[src/rtl/pipe_stage_reg.sv]
// Pipeline stage register: 2-entry skid buffer (main = head, skid = overflow) with valid/ready handshake.
// Adds kill masking of side-effect control bits, synchronous flush, and a saturating back-pressure counter.
module pipe_stage_reg #(
  parameter int                 DATA_W    = 64,
  parameter int                 CTRL_W    = 16,
  parameter logic [CTRL_W-1:0]  KILL_MASK = {CTRL_W{1'b1}}
) (
  input  logic              clk,
  input  logic              rst,
  input  logic              in_valid,
  output logic              in_ready,
  input  logic [DATA_W-1:0] in_data,
  input  logic [CTRL_W-1:0] in_ctrl,
  input  logic              in_nop,
  input  logic              flush,
  output logic              out_valid,
  input  logic              out_ready,
  output logic [DATA_W-1:0] out_data,
  output logic [CTRL_W-1:0] out_ctrl,
  output logic              out_bubble,
  output logic [1:0]        occupancy,
  output logic [15:0]       bp_cycles
);

  logic              main_vld_q, main_vld_d;
  logic [DATA_W-1:0] main_dat_q, main_dat_d;
  logic [CTRL_W-1:0] main_ctl_q, main_ctl_d;
  logic              main_bub_q, main_bub_d;
  logic              skid_vld_q, skid_vld_d;
  logic [DATA_W-1:0] skid_dat_q, skid_dat_d;
  logic [CTRL_W-1:0] skid_ctl_q, skid_ctl_d;
  logic              skid_bub_q, skid_bub_d;
  logic [15:0]       bp_q, bp_d;

  logic              in_xfer;
  logic              out_xfer;
  logic [CTRL_W-1:0] in_ctl_killed;

  // Ready comes only from registered state, so there is no comb path from out_ready.
  assign in_ready      = ~skid_vld_q;
  assign in_xfer       = in_valid & in_ready;
  assign out_xfer      = main_vld_q & out_ready;
  assign in_ctl_killed = in_ctrl & ~(KILL_MASK & {CTRL_W{in_nop}});

  always_comb begin
    main_vld_d = main_vld_q;
    main_dat_d = main_dat_q;
    main_ctl_d = main_ctl_q;
    main_bub_d = main_bub_q;
    skid_vld_d = skid_vld_q;
    skid_dat_d = skid_dat_q;
    skid_ctl_d = skid_ctl_q;
    skid_bub_d = skid_bub_q;

    if (flush) begin
      main_vld_d = 1'b0;
      main_ctl_d = '0;
      main_bub_d = 1'b0;
      skid_vld_d = 1'b0;
      skid_ctl_d = '0;
      skid_bub_d = 1'b0;
    end else if (skid_vld_q) begin
      if (out_xfer) begin
        main_vld_d = 1'b1;
        main_dat_d = skid_dat_q;
        main_ctl_d = skid_ctl_q;
        main_bub_d = skid_bub_q;
        skid_vld_d = 1'b0;
      end
    end else if (main_vld_q) begin
      if (in_xfer && out_xfer) begin
        main_dat_d = in_data;
        main_ctl_d = in_ctl_killed;
        main_bub_d = in_nop;
      end else if (in_xfer) begin
        skid_vld_d = 1'b1;
        skid_dat_d = in_data;
        skid_ctl_d = in_ctl_killed;
        skid_bub_d = in_nop;
      end else if (out_xfer) begin
        main_vld_d = 1'b0;
      end
    end else if (in_xfer) begin
      main_vld_d = 1'b1;
      main_dat_d = in_data;
      main_ctl_d = in_ctl_killed;
      main_bub_d = in_nop;
    end
  end

  always_comb begin
    bp_d = bp_q;
    if (main_vld_q && !out_ready && bp_q != 16'hFFFF) begin
      bp_d = bp_q + 16'd1;
    end
  end

  always_ff @(posedge clk) begin
    if (rst) begin
      main_vld_q <= 1'b0;
      main_dat_q <= '0;
      main_ctl_q <= '0;
      main_bub_q <= 1'b0;
      skid_vld_q <= 1'b0;
      skid_dat_q <= '0;
      skid_ctl_q <= '0;
      skid_bub_q <= 1'b0;
      bp_q       <= '0;
    end else begin
      main_vld_q <= main_vld_d;
      main_dat_q <= main_dat_d;
      main_ctl_q <= main_ctl_d;
      main_bub_q <= main_bub_d;
      skid_vld_q <= skid_vld_d;
      skid_dat_q <= skid_dat_d;
      skid_ctl_q <= skid_ctl_d;
      skid_bub_q <= skid_bub_d;
      bp_q       <= bp_d;
    end
  end

  assign out_valid  = main_vld_q;
  assign out_data   = main_dat_q;
  assign out_ctrl   = main_ctl_q & ~(KILL_MASK & {CTRL_W{~main_vld_q}});
  assign out_bubble = main_bub_q & main_vld_q;
  assign occupancy  = {1'b0, main_vld_q} + {1'b0, skid_vld_q};
  assign bp_cycles  = bp_q;

endmodule
[config.mk]
export PLATFORM = sky130hd
export DESIGN_NAME = pipe_stage_reg
export DESIGN_NICKNAME = d
export VERILOG_FILES = /design/src/rtl/pipe_stage_reg.sv
export SDC_FILE = /design/constraint.sdc
export NUM_CORES = 1
export LEC_CHECK = 0
export BUFFER_PORTS_ARGS = -buffer_cell sky130_fd_sc_hd__buf_2
export CAP_MARGIN = 20
export CORE_ASPECT_RATIO = 0.7
export CORE_MARGIN = 1.5
export CORE_UTILIZATION = 38
export DETAILED_ROUTE_END_ITERATION = 10
export GPL_ROUTABILITY_DRIVEN = 0
export PLACE_DENSITY = 0.64
export SLEW_MARGIN = 20
export SYNTH_ARGS = -nofsm -noshare
export SYNTH_HDL_FRONTEND = slang
export SYNTH_SLANG_ARGS = --single-unit
[constraint.sdc]
create_clock -name clk -period 2.6 [get_ports clk]
set_input_delay 0.52 -clock clk [delete_from_list [all_inputs] [get_ports clk]]
set_output_delay 0.52 -clock clk [all_outputs]
set_load 0.02 [all_outputs]
**Yosys cells after proc, flatten, opt, wreduce, memory -nomap -nowiden**

Cells that the tools add are included.

- Add/subtract/negate cells: 2
- Equal/unequal tests: 3
- Multiplexer cells: 25
- Bitwise gates (word level): 11
- Reductions and logical operators: 10

Operators with widths:

| kind | number |
|---|---|
| $mux W64 | 5 |
| $mux W16 | 5 |
| $and A16 B16 Y16 | 2 |
| $not A16 Y16 | 2 |
| $add A16 B1 Y16 const B | 1 |
| $ne A16 B16 Y1 const B | 1 |
| $mux W1 | 15 |
| $reduce_and A4 Y1 | 2 |
| $reduce_and A5 Y1 | 1 |
| $not A1 Y1 | 4 |
| $and A1 B1 Y1 | 3 |
| $logic_and A1 B1 Y1 | 3 |
| $ne A3 B1 Y1 const B | 1 |
| $reduce_and A3 Y1 | 1 |
| $reduce_bool A3 Y1 | 1 |
| $add A1 B1 Y2 | 1 |
| $ne A2 B1 Y1 const B | 1 |
| $reduce_or A2 Y1 | 1 |
| $logic_not A1 Y1 | 1 |

- Flip-flop bits (word level): 180
- Output and inout bits: 101

**Logic depth before layout (Yosys ltp)**

Gate-level depths: netlist (run 1).

- Word-level depth: 6
- Mapped depth: 11

**Worst setup path after synthesis (run 1)**

No wires, ideal clock.

- Path kind: flip-flop to flip-flop
- Start point: register skid_vld_q
- End point: register main_ctl_q[10]
- Arrival time: 2.267 ns
- Required time: 2.514 ns
- Setup slack: 0.247 ns
- Cell stages (with the launch flop): 12
- Buffers on the path: 5
- Cells stage by stage: dfxtp_1 -> buf_2 -> buf_2 -> buf_2 -> inv_1 -> ha_1 -> nor2_1 -> o21a_1 -> clkbuf_2 -> clkbuf_1 -> nor3_1 -> a211oi_1

- Longest elaborated chain between the ends: 5
- Elaborated cells between the ends (all ways): 8
- Those cells by class: 2 x eq/ne; 1 x mux; 2 x bitwise; 3 x reduce/logical

Ends and longest elaborated chain:

| item | line | source |
|---|---|---|
| start, declared | 29 | `logic skid_vld_q, skid_vld_d;` |
| start signal, assigned | 114 | `skid_vld_q <= skid_vld_d;` |
| $not A1 Y1 (no source line) * | n/a |  |
| via in_ready | 11 | `output logic in_ready,` |
| $and A1 B1 Y1 * | 41 | `assign in_xfer = in_valid & in_ready;` |
| $logic_and A1 B1 Y1 | 71 | `if (in_xfer && out_xfer) begin` |
| $ne A3 B1 Y1 (no source line) | n/a |  |
| $reduce_and A3 Y1 (no source line) * | n/a |  |
| end signal, assigned | 112 | `main_ctl_q <= main_ctl_d;` |
| end, declared | 27 | `logic [CTRL_W-1:0] main_ctl_q, main_ctl_d;` |

The timed path passes the listed nets; every way through them passes the cells marked *.
A chain may end at the register's enable or synchronous reset.

**Worst setup path in the final report (run 1)**

- Start point: register main_vld_q (netlist: out_valid)
- End point: output out_ctrl[14]

- Longest elaborated chain between the ends: 3

Ends and longest elaborated chain:

| item | line | source |
|---|---|---|
| start, declared | 25 | `logic main_vld_q, main_vld_d;` |
| start signal, assigned | 110 | `main_vld_q <= main_vld_d;` |
| $not A1 Y1 | 124 | `assign out_ctrl = main_ctl_q & ~(KILL_MASK & {CTRL_W{~main_vld_q}});` |
| $not A16 Y16 | 124 |  |
| $and A16 B16 Y16 | 124 |  |
| end, declared | 19 | `output logic [CTRL_W-1:0] out_ctrl,` |

No other way between the ends.

==> run summary, run 1 <==
For the pin with the worst max-slew slack, the measured transition is 0.7542 ns. Sorting the synthesized cells by area gives the leading types as dfxtp_1 44%, a211oi_1 13%, mux2_2 8.7%, nand2_1 7.1%, a21oi_1 6.6%. The global router's overall resource usage was 0.2076. The first global-routing pass estimated 37.20 mm of wire. For this run, the leading register cell type out of synthesis is dfxtp_1. The finished cells cover 10040 um^2. The startpoint type of the worst setup path was a flop. STA classifies the critical path endpoint as an output port. TritonCTS built the clock tree.

The static leakage came out at 3.810 nW. For the final hold violation count, the log shows 0. The run gives 4 as the number of levels in the clock H-tree. The layout filler cell count is 2056, and the part of the cycle the worst path needs is 0.8094.

Relative to the synthesized area, the layout overhead comes to 21.63%. The logs give 2.08 ns for the data required time of the worst path and 21030 um^2 for the area of the core region. The tools report the number of distinct library cells after synthesis as 48.

Proportion of synthesized flip-flops having asynchronous set or reset: 0. The routed layout has 7324 vias. The clock slew seen by the registers of the worst setup and hold paths was 0.08 ns.

The biggest area contributor in the post-synthesis netlist is dfxtp_1. Clock tree synthesis found a total of 180 sinks. Sorting the synthesized cells by how often they occur yields 180 x dfxtp_1, 156 x nand2_1, 145 x a211oi_1. Synthesized net count: 1043. Final critical path time including I/O delays and setup: 2.105 ns. The logs give 1185 for the net count of the finished layout and 6875 for the number of global-route vias before repair.

Power comes to 6.389 mW. The tools report the area of the die as 22630 um^2. The maximum root-to-sink buffer count came out at 2. The most used standard cell by instance count after synthesis was dfxtp_1. In this run the clock root is driven by a clkbuf_16.

Initial antenna violation count: 3. The class of the worst hold path is primary input to flop. Setup total negative slack on the finished layout was measured at 0 ns.

The run finished with clean final reports. Setup repair after global routing left no endpoint under its margin. The worst relative slew slack is 0.4972, and the insertion delay to the later sink of the worst-skew pair is 0.44 ns.

In this run, post-CTS repair resized a total of 0 instances. The tools report the placed wire-length estimate after detailed placement as 14.43 mm. The tools report the total of warnings raised by yosys as 0. The fraction of the yosys area taken by sequential cells was 0.4366; the mean routed wirelength per cell was 16.73 um. The number of input and output port buffers inserted works out to 186. In the routed design, unresolved DRC markers number 0. The number of top-level pins was 187; the total CTS buffers was 17.

The average instance in the mapped netlist occupies 8.661 um^2. Share of Yosys cell area claimed by the top area cell type: 0.4366. The flip-flop and latch count after synthesis is 180. Along the worst path, the maximum fanout reaches 18. The mapped cell area was 8254 um^2.

Entering global routing, the biggest net connects 84 pins. The vias per cell was 5.284. In this run the vertical extent of the chip is 126.3 um. The critical path in this run is classified as flop to output port. Data arrives at the worst endpoint at 1.58 ns. Fraction of final layout cells with drive strength greater than 1: 0.2924. On the final layout, the worst clock skew is 0.01489 ns. The number of endpoints failing setup at the final stage came out at 0. The floorplan has 44 rows. The first routing iteration left 480 violations. The first TritonRoute pass finished after 4 iterations. The logs give 0 for the post-detailed-route count of antenna-violating nets and 0 for the leftover overflow at the end of global routing. The run gives 9419 um^2 as the post-placement cell area.

The routed design has 23.19 mm of wire. The logs give 0 for the quantity of hold-fixing buffers added after cts and 953 for the gate count after technology mapping. The effective utilization at floorplan was 0.3925. The die outline width is 179.2 um, and the timing-limited maximum frequency is 475.2 MHz.

The total power divided by cell area works out to 636.4 nW/um^2. The count of max-cap constraint violations is 0, and the setup slack on the worst flop-to-flop path is 0.57 ns. The final cell utilization of the core was 0.4774. Largest vdd supply drop: 0.4541 mV. The number of enable-type register cells in the synthesized netlist was 0; the total count of max-transition violations in the final report was 0.

Post-CTS timing repair inserted 0 buffers for setup.
flip-flops by register name, indices dropped and copies added (netlist names):
register	cells
bp_cycles	16
main_bub_q	1
main_ctl_q	16
out_data	64
out_valid	1
skid_bub_q	1
skid_ctl_q	16
skid_dat_q	64
skid_vld_q	1
layer usage:
metal,share of wire,track usage,wire length [um]
met1,0.48,0.2917,11210
met2,0.43,0.3096,10010
met3,0.074,0.05755,1708
met4,0.011,0.06028,254
met5,0.00069,0,16
power by group:
part | switching, mW | total, mW | internal [mW]
Clock | 1.28 | 2.67 | 1.39
Combinational | 0.491 | 0.790 | 0.299
Sequential | 0.0610 | 2.93 | 2.87
final timing paths:
path / start / end / depth (start not counted)
max: out_valid / out_ctrl[14] / 3
min: in_data[30] / skid_dat_q[30] / 3
max reg2reg: out_valid / main_ctl_q[4] / 5
min reg2reg: out_data[54] / out_data[54] / 2
placed cells by master, fill, tap and decap left out, types with 4 or more instances in the layout:
master,count
o31ai_1,5
nand2_1,156
buf_12,5
dfxtp_1,179
nor3_1,19
or4_1,5
o21ai_0,6
nand4_2,4
nor3b_1,16
a211oi_1,145
or3_1,5
nor2_1,9
mux2i_1,4
mux2_2,64
nand3b_1,16
clkinv_8,4
and2_1,19
inv_6,4
clkbuf_16,17
a21oi_1,109
ha_1,4
inv_1,70
buf_2,185
buf_4,18
worst max-delay path: stages (launching register included):
cell     delay, ns
dfxtp_1       0.50
buf_4         0.28
and2_1        0.19
buf_2         0.17
final cells by class:
class,count,area (um^2),share of cell area
inverters,70,262.8,0.02617
repair buffers,208,1161,0.1157
multi-input cells,618,4043,0.4027
clock buffers,17,425.4,0.04237
flip-flops and latches,180,3607,0.3593
diodes,2,5.005,0.0004985
well taps,276,345.3,0.03440
clock inverters,15,190.2,0.01894
through the flow:
stage	cells	hold WS, ns	worst slack [ns]
finish	1386	0.3194	0.4955
global route	1385	0.3058	0.3747
CTS	1384	0.2939	0.4545
detailed placement	1352	0.4416	0.5063
global placement	1352	0.4384	0.5579
floorplan	953	0.4329	0.2472
logic make-up after synthesis:
family,Yosys count,synth area share
AND/OR/NAND/NOR,271,0.1690
adder cells (fa/ha/maj),4,0.006064
multiplexers,70,0.09535
buffers and inverters,155,0.07655
XOR/XNOR,1,0.001061
flip-flops,180,0.4366
AO/OA/AOI/OAI,272,0.2154
No activity file was read; power rests on OpenSTA's default activity.
==> run 2, diff against run 1 <==
PLACE_DENSITY = 0.66   (was 0.64)
clock period = 1.9 ns   (was 2.6 ns; I/O delays follow)
==> run 2 against run 1 <==
  * Final cell count increased by 0.79%
  * Via count up 0.86%
  * Register-to-register slack got worse by 0.51 ns
  * Largest power group unchanged
  * Largest cell class unchanged
  * Die area stayed put
  * Highest routed layer unchanged
==> run summary, run 2 (synthesized netlist as in run 1, its figures left out) <==
The kind of cell adding the most delay to the critical path is compound AO/OA/AOI/OAI gates. The run gives 0 as the final hold violation count. STA puts the critical path data arrival time at 2.16 ns. In this run the horizontal extent of the chip is 179.2 um.

Counting every sink on the clock net gives 180. Met1 demand-to-capacity share in global routing: 0.2944. The worst register-to-register path ends at out_data[15]. From bottom edge to top edge, the die measures 126.3 um. The run finished with clean final reports. Setup repair after global routing left no endpoint under its margin.

The H-tree was split into 4 levels. In this run, CTS created clock tree buffers numbering 17. During placement, the flow inserted port buffers numbering 186. The worst setup path is launched from a flop.

In the routed design, unresolved DRC markers number 0. After clock tree synthesis, the clock-pin slew on the worst setup and hold paths is 0.07 ns. The area of the core region was 21030 um^2; the total power divided by cell area was 848.2 nW/um^2. The buffer and inverter count on the worst path was 2; the maximum root-to-sink buffer count was 2. Among all stages on the critical path, the largest delay is contributed by dfxtp_4. The library cells used most frequently in the layout, excluding fill and tap cells, are 185 x buf_2, 176 x dfxtp_1, 156 x nand2_1. At the pin with the least slew margin, the transition time is 0.7133 ns.

For the timing-limited maximum frequency, the log shows 544.4 MHz. The met3 usage is 0.04946. The logs give 0.3925 for the effective utilization at floorplan and 6936 for the number of global-route vias before repair. For the worst setup path, the data required time is 2.22 ns. Global routing finished with a remaining overflow of 0. For this block, the via count after detailed routing is 7387.

Number of setup buffers added after CTS: 0. The clock arrives with 0.008725 ns of skew. For hold timing, the worst endpoint is skid_dat_q[46]. The count of max-cap constraint violations was 0; the total iterations of the first detailed-routing run was 5. The part of the cycle the worst path needs works out to 0.9667. Traced cell by cell, the critical path runs through inv_8 > ha_4 > nor2_1 > o21a_1 > o21ai_4 > buf_12 > a211oi_1. The routed design could run at a clock period as short as 1.837 ns. The placed wire-length estimate after detailed placement came out at 14.68 mm. For the static leakage, the log shows 3.912 nW. The net count of the finished layout is 1197.

The cell sitting at the root of the clock tree is a clkbuf_16. The longest individual stage delay on the worst path works out to 0.40 ns. The busiest layer in global routing was met2.

In this run the most critical hold path is launched from in_data[46]. The run gives 0.5893 mV as the largest vdd supply drop. For the site row count, the log shows 44. The path class of the tightest hold or removal check is primary input to flop.

The global router's overall resource usage is 0.2042. The met2 track demand over resource came out at 0.3039. The mean routed wirelength per cell came out at 16.53 um. Along the worst hold path, the cell count comes to 3.

Compared with the post-synthesis result, the final layout area differs by 24.22%. Once the clock tree was built, the resizer swapped 2 gates to a different size. For the initial antenna violation count, the log shows 2. The run gives 0.5244 as the worst relative slew slack.

187 I/O pins were placed. The number of endpoints failing setup at the final stage came out at 0. The run gives 0.06239 ns as the setup slack after placement. After detailed routing, the total wire length is 23.09 mm.

The fraction of final layout cells with drive strength greater than 1 works out to 0.3063. The leading cell type in the layout, fill and taps excluded was buf_2. For the wire length of the first global-routing pass, the log shows 36.94 mm.

The worst setup path is of the flop to flop kind. The worst register-to-register path has a setup slack of 0.06 ns. TritonCTS built the clock tree.

The layout filler cell count is 2057, and the number of DRC markers in iteration 0 is 383. Measured in cells, the most critical reg-to-reg path has a length of 7. In this run the worst path has a maximum fanout of 64. The tools report the post-layout worst setup margin as 0.06320 ns.

The area of the die was 22630 um^2. STA classifies the critical path endpoint as a flop. Entering global routing, the biggest net connects 77 pins. For the total count of max-transition violations in the final report, the log shows 0. The quantity of hold-fixing buffers added after cts came out at 0. After layout, the design draws a total of 8.697 mW. Once detail routing completed, the nets flagged for antenna violations numbered 0. In the routed layout, each cell is associated on average with a via count of 5.288. For the worst-skew pair, the clock arrives at the later sink with an insertion delay of 0.42 ns.

The startpoint of the worst-slack reg-to-reg timing path is skid_vld_q.
[run 2: cell count changes in the layout (fill, tap and decap cells not counted), sizes merged]
cell      previous run  this run
buf                208       220
clkinv               7         3
clkbuf              17        20
diode                2         1
clkinvlp             0         1
[run 2: layout make-up]
| class | instances | area, um^2 | area share |
|---|---|---|---|
| diodes | 1 | 2.502 | 0.0002441 |
| inverters | 70 | 270.3 | 0.02636 |
| multi-input cells | 618 | 4075 | 0.3974 |
| clock inverters | 12 | 133.9 | 0.01306 |
| clock buffers | 20 | 466.7 | 0.04552 |
| well taps | 276 | 345.3 | 0.03368 |
| flip-flops and latches | 180 | 3613 | 0.3524 |
| repair buffers | 220 | 1346 | 0.1313 |
[run 2: worst max path at each step]
| stage | start | endpoint | cells after the start |
|---|---|---|---|
| 6_report | skid_vld_q | out_data[15] | 7 |
| 5_1_grt | out_valid | out_ctrl[10] | 3 |
| 4_1_cts | out_valid | out_ctrl[10] | 3 |
| 3_5_place_dp | out_valid | main_ctl_q[0] | 6 |
| 3_3_place_gp | out_ready | bp_cycles[14] | 5 |
| 2_1_floorplan | skid_vld_q | out_data[0] | 11 |
[run 2: routing by layer]
metal	vias up	part of all wire
met2	224	0.43
met4	2	0.012
met5	-	0.00043
met3	23	0.070
met1	3481	0.48
li1	3657	-
[run 2: through the flow]
| stage | hold WS, ns | cell area [um^2] | TNS, ns | utilization | instances |
|---|---|---|---|---|---|
| after detailed placement | 0.4417 | 9635 | 0 | 0.4582 | 1364 |
| final | 0.1987 | 10250 | 0 | 0.4876 | 1397 |
| after global placement | 0.4378 | 9635 | 0 | 0.4582 | 1364 |
| after floorplan | 0.4329 | 8379 | -0.2821 | - | 953 |
| after global routing | 0.1847 | 10250 | 0 | 0.4874 | 1396 |
| after CTS | 0.1749 | 10240 | 0 | 0.4871 | 1396 |
[run 2: tightest hold or removal path, cell delays in order]
cell and delay (ns):
buf_2 0.10, nand2_1 0.05, a21oi_1 0.05
[run 2: where the power goes]
part | internal, mW | leakage [nW] | switching, mW
Combinational | 0.441 | 2.15 | 0.680
Clock | 1.97 | 0.295 | 1.60
Sequential | 3.93 | 1.47 | 0.0882
Total | 6.33 | 3.91 | 2.37
==> run 3, diff against run 2 <==
BUFFER_PORTS_ARGS = unset   (was -buffer_cell sky130_fd_sc_hd__buf_2)
DONT_BUFFER_PORTS = 1   (was unset)
PLACE_DENSITY = 0.58   (was 0.66)
==> run 3 against run 2 <==
  * Power fell by 3.8%
  * Register-to-register slack better by 0.03 ns
  * Global-route usage fell by 0.31 points
  * Critical path depth unchanged
  * Wire length grew 2.7%
  * Clock power fell by 3%
  * Highest routed layer is now met4
==> run summary, run 3 (synthesized netlist as in run 1, its figures left out) <==
The run finished with clean final reports. On the worst path, the slowest cell contributes a delay of 0.41 ns. In this run the standard cell core region covers 21030 um^2. For the combinational share of power, the log shows 0.086. The fraction of power spent switching nets was 0.2527; the die outline height was 126.3 um. The mean routed wirelength per cell was 19.21 um; the internal cell power was 6.250 mW.

Of all nets on the critical path, the largest fanout is 16. The tools report the worst relative slew slack as 0.5112. The top cell types in the final layout, fill and taps aside, are 176 x dfxtp_1, 156 x nand2_1, 135 x a211oi_1.

Using the TritonRoute via totals, the vias-per-cell ratio works out to 5.455. The total power divided by cell area was 875.7 nW/um^2. Met2 track demand over resource: 0.2775. For the worst setup path, the data arrival time is 2.10 ns. The transition at the pin with the smallest max-transition slack is 0.7331 ns. The die covers 22630 um^2. The run gives 554.6 MHz as the timing-limited maximum frequency. Compared with the post-synthesis result, the final layout area differs by 15.72%. The met1 demand-to-capacity share in global routing is 0.2892, and the net count of the finished layout is 1035. Global router's overall resource usage: 0.2011. During placement, the flow inserted port buffers numbering 0. After detailed placement, the total cell area comes to 8717 um^2. The tools report the largest vdd supply drop as 0.6144 mV.

The first global-routing pass estimated 35.42 mm of wire. The detailed router placed 6732 vias in this run. The tool flagged a number of max-cap violations equal to 0.

The clock power share was 0.414. The repair_antennas step left the layout with diodes totalling 0. The slowest stage of the critical path is the dfxtp_4 cell.

The later pin in the worst-skew pair is clocked with a latency of 0.42 ns. Across the routed clock network, the largest skew measured is 0.008358 ns. The routed design could run at a clock period as short as 1.803 ns. Setup repair after global routing left no endpoint under its margin. The post-layout instance area was 9552 um^2. The worst setup path is captured at a flop.

The DRC violation count after routing is 0. The worst hold path belongs to the class primary input to flop. The clock root buffer master was clkbuf_16. The number of endpoints failing setup at the final stage is 0.

The tools report the initial antenna violation count as 1. The sequential group share of total power was 0.500; the layout filler cell count was 2072. TritonCTS built the clock tree.

The critical path is of the flop to flop type. For this run the aggregate overflow at the end of global routing stands at 0. The fraction of final layout cells with drive strength greater than 1 is 0.1994. In this run the count of I/O pins placed on the die edge is 187. For this design the static power due to leakage is 3.173 nW. Counting cells, the worst reg-to-reg path comes to 7.

The placed wire-length estimate after detailed placement is 14.21 mm. For the total count of max-transition violations in the final report, the log shows 0. From left edge to right edge, the die measures 179.2 um.

The initialized floorplan defines 44 standard-cell rows. The part of the cycle the worst path needs is 0.9490. The layer flagged by global routing as most heavily used is met1.

Number of global-route vias before repair: 6265. For the total iterations of the first detailed-routing run, the log shows 5. The maximum root-to-sink buffer count was 2; the clock slew seen by the registers of the worst setup and hold paths was 0.07 ns. Walking the worst path, the cells encountered are and2b_2 > buf_4 > o21a_1 > o21ai_4 > buf_12 > clkbuf_16 > a211oi_1. STA classifies the critical path startpoint as a flop. For the worst setup path, the data required time is 2.19 ns. Leaving out fill and tap cells, the most frequent cell in the layout is dfxtp_1. The tools report the final hold violation count as 0.

In this run, the number of DRC markers left after iteration 0 of detailed routing was 445. The worst path meets setup with 0.09699 ns of slack. The pin count of the biggest net entering global routing was 148. The tools report the final wirelength as 23.71 mm. The hold path depth was 1; the met3 usage was 0.08034.

Effective utilization at floorplan: 0.3925. For the number of levels in the clock H-tree, the log shows 4. Before CTS, the worst setup slack after placement is -0.1324 ns. In this run the remaining antenna-violating nets after routing total 0. In this run the power spent charging and discharging nets is 2.114 mW. The total clock sinks was 180. The total CTS buffers came out at 17.
-- run 3: cell types whose count changed in the layout (fill, tap and decap cells not counted), moves of 3 or more --
cell	previous run	this run
buf_2	185	0
a211oi_2	0	10
buf_4	22	41
a211oi_1	145	135
buf_12	12	9
inv_6	5	0
clkbuf_1	0	3
buf_6	0	3
-- run 3: layout make-up --
cell class / instances / area (um^2) / area share
clock buffers: 25 / 505.5 / 0.05292
clock inverters: 7 / 70.07 / 0.007336
inverters: 70 / 270.3 / 0.02829
multi-input cells: 619 / 4150 / 0.4345
flip-flops and latches: 180 / 3613 / 0.3783
well taps: 276 / 345.3 / 0.03615
repair buffers: 57 / 596.8 / 0.06248
-- run 3: stage by stage --
stage	hold slack (ns)	power (mW)	util	cells	TNS (ns)
after floorplan	0.4329	4.795	-	953	-0.2821
after global placement	0.4338	4.893	0.4145	1190	-1.903
after detailed placement	0.4400	4.897	0.4145	1190	-1.929
after global routing	0.01232	8.713	0.4542	1234	0
final	0.04165	8.364	0.4542	1234	0
after CTS	0.0007671	8.393	0.4433	1223	0
-- run 3: path summary, 6_finish.rpt --
| kind | start | end | slack (ns) |
|---|---|---|---|
| worst min register to register | skid_dat_q[12] | skid_dat_q[12] | 0.45 |
| worst min-delay path | rst | bp_cycles[13] | 0.04 |
| worst max register to register | skid_vld_q | out_data[11] | 0.1 |
| worst max-delay path | skid_vld_q | out_data[11] | 0.1 |
-- run 3: power groups by stage --
stage	logic [mW]	registers [mW]	clock network [mW]
final	0.720	4.18	3.46
after global placement	0.625	4.27	0
after CTS	0.640	4.18	3.57
after detailed placement	0.629	4.27	0
after floorplan	0.566	4.23	0
after global routing	0.792	4.20	3.72
-- run 3: what timing repair did --
| action | 4_1_cts | 5_1_grt |
|---|---|---|
| resized for setup | 5 | 20 |
| endpoints found under the setup margin | 41 | 75 |
| hold buffers | 0 | 1 |
| cloned | 1 | 3 |
| pin swaps | 1 | 3 |
| endpoints found under the hold margin | 0 | 1 |
| setup buffers | 0 | 7 |
-- run 3: critical path, delay by kind of cell (launching register included) --
kind                   cells  cell delay [ns]
buffers and inverters      3             0.50
AO/OA/AOI/OAI              3             0.46
flip-flops                 1             0.41
AND/OR/NAND/NOR            1             0.28
-- run 3: per-layer routing --
layer	vias to the layer above	share of wire
met5	-	0
met4	0	0.0059
met3	9	0.087
met2	161	0.41
met1	3221	0.49
li1	3341	-
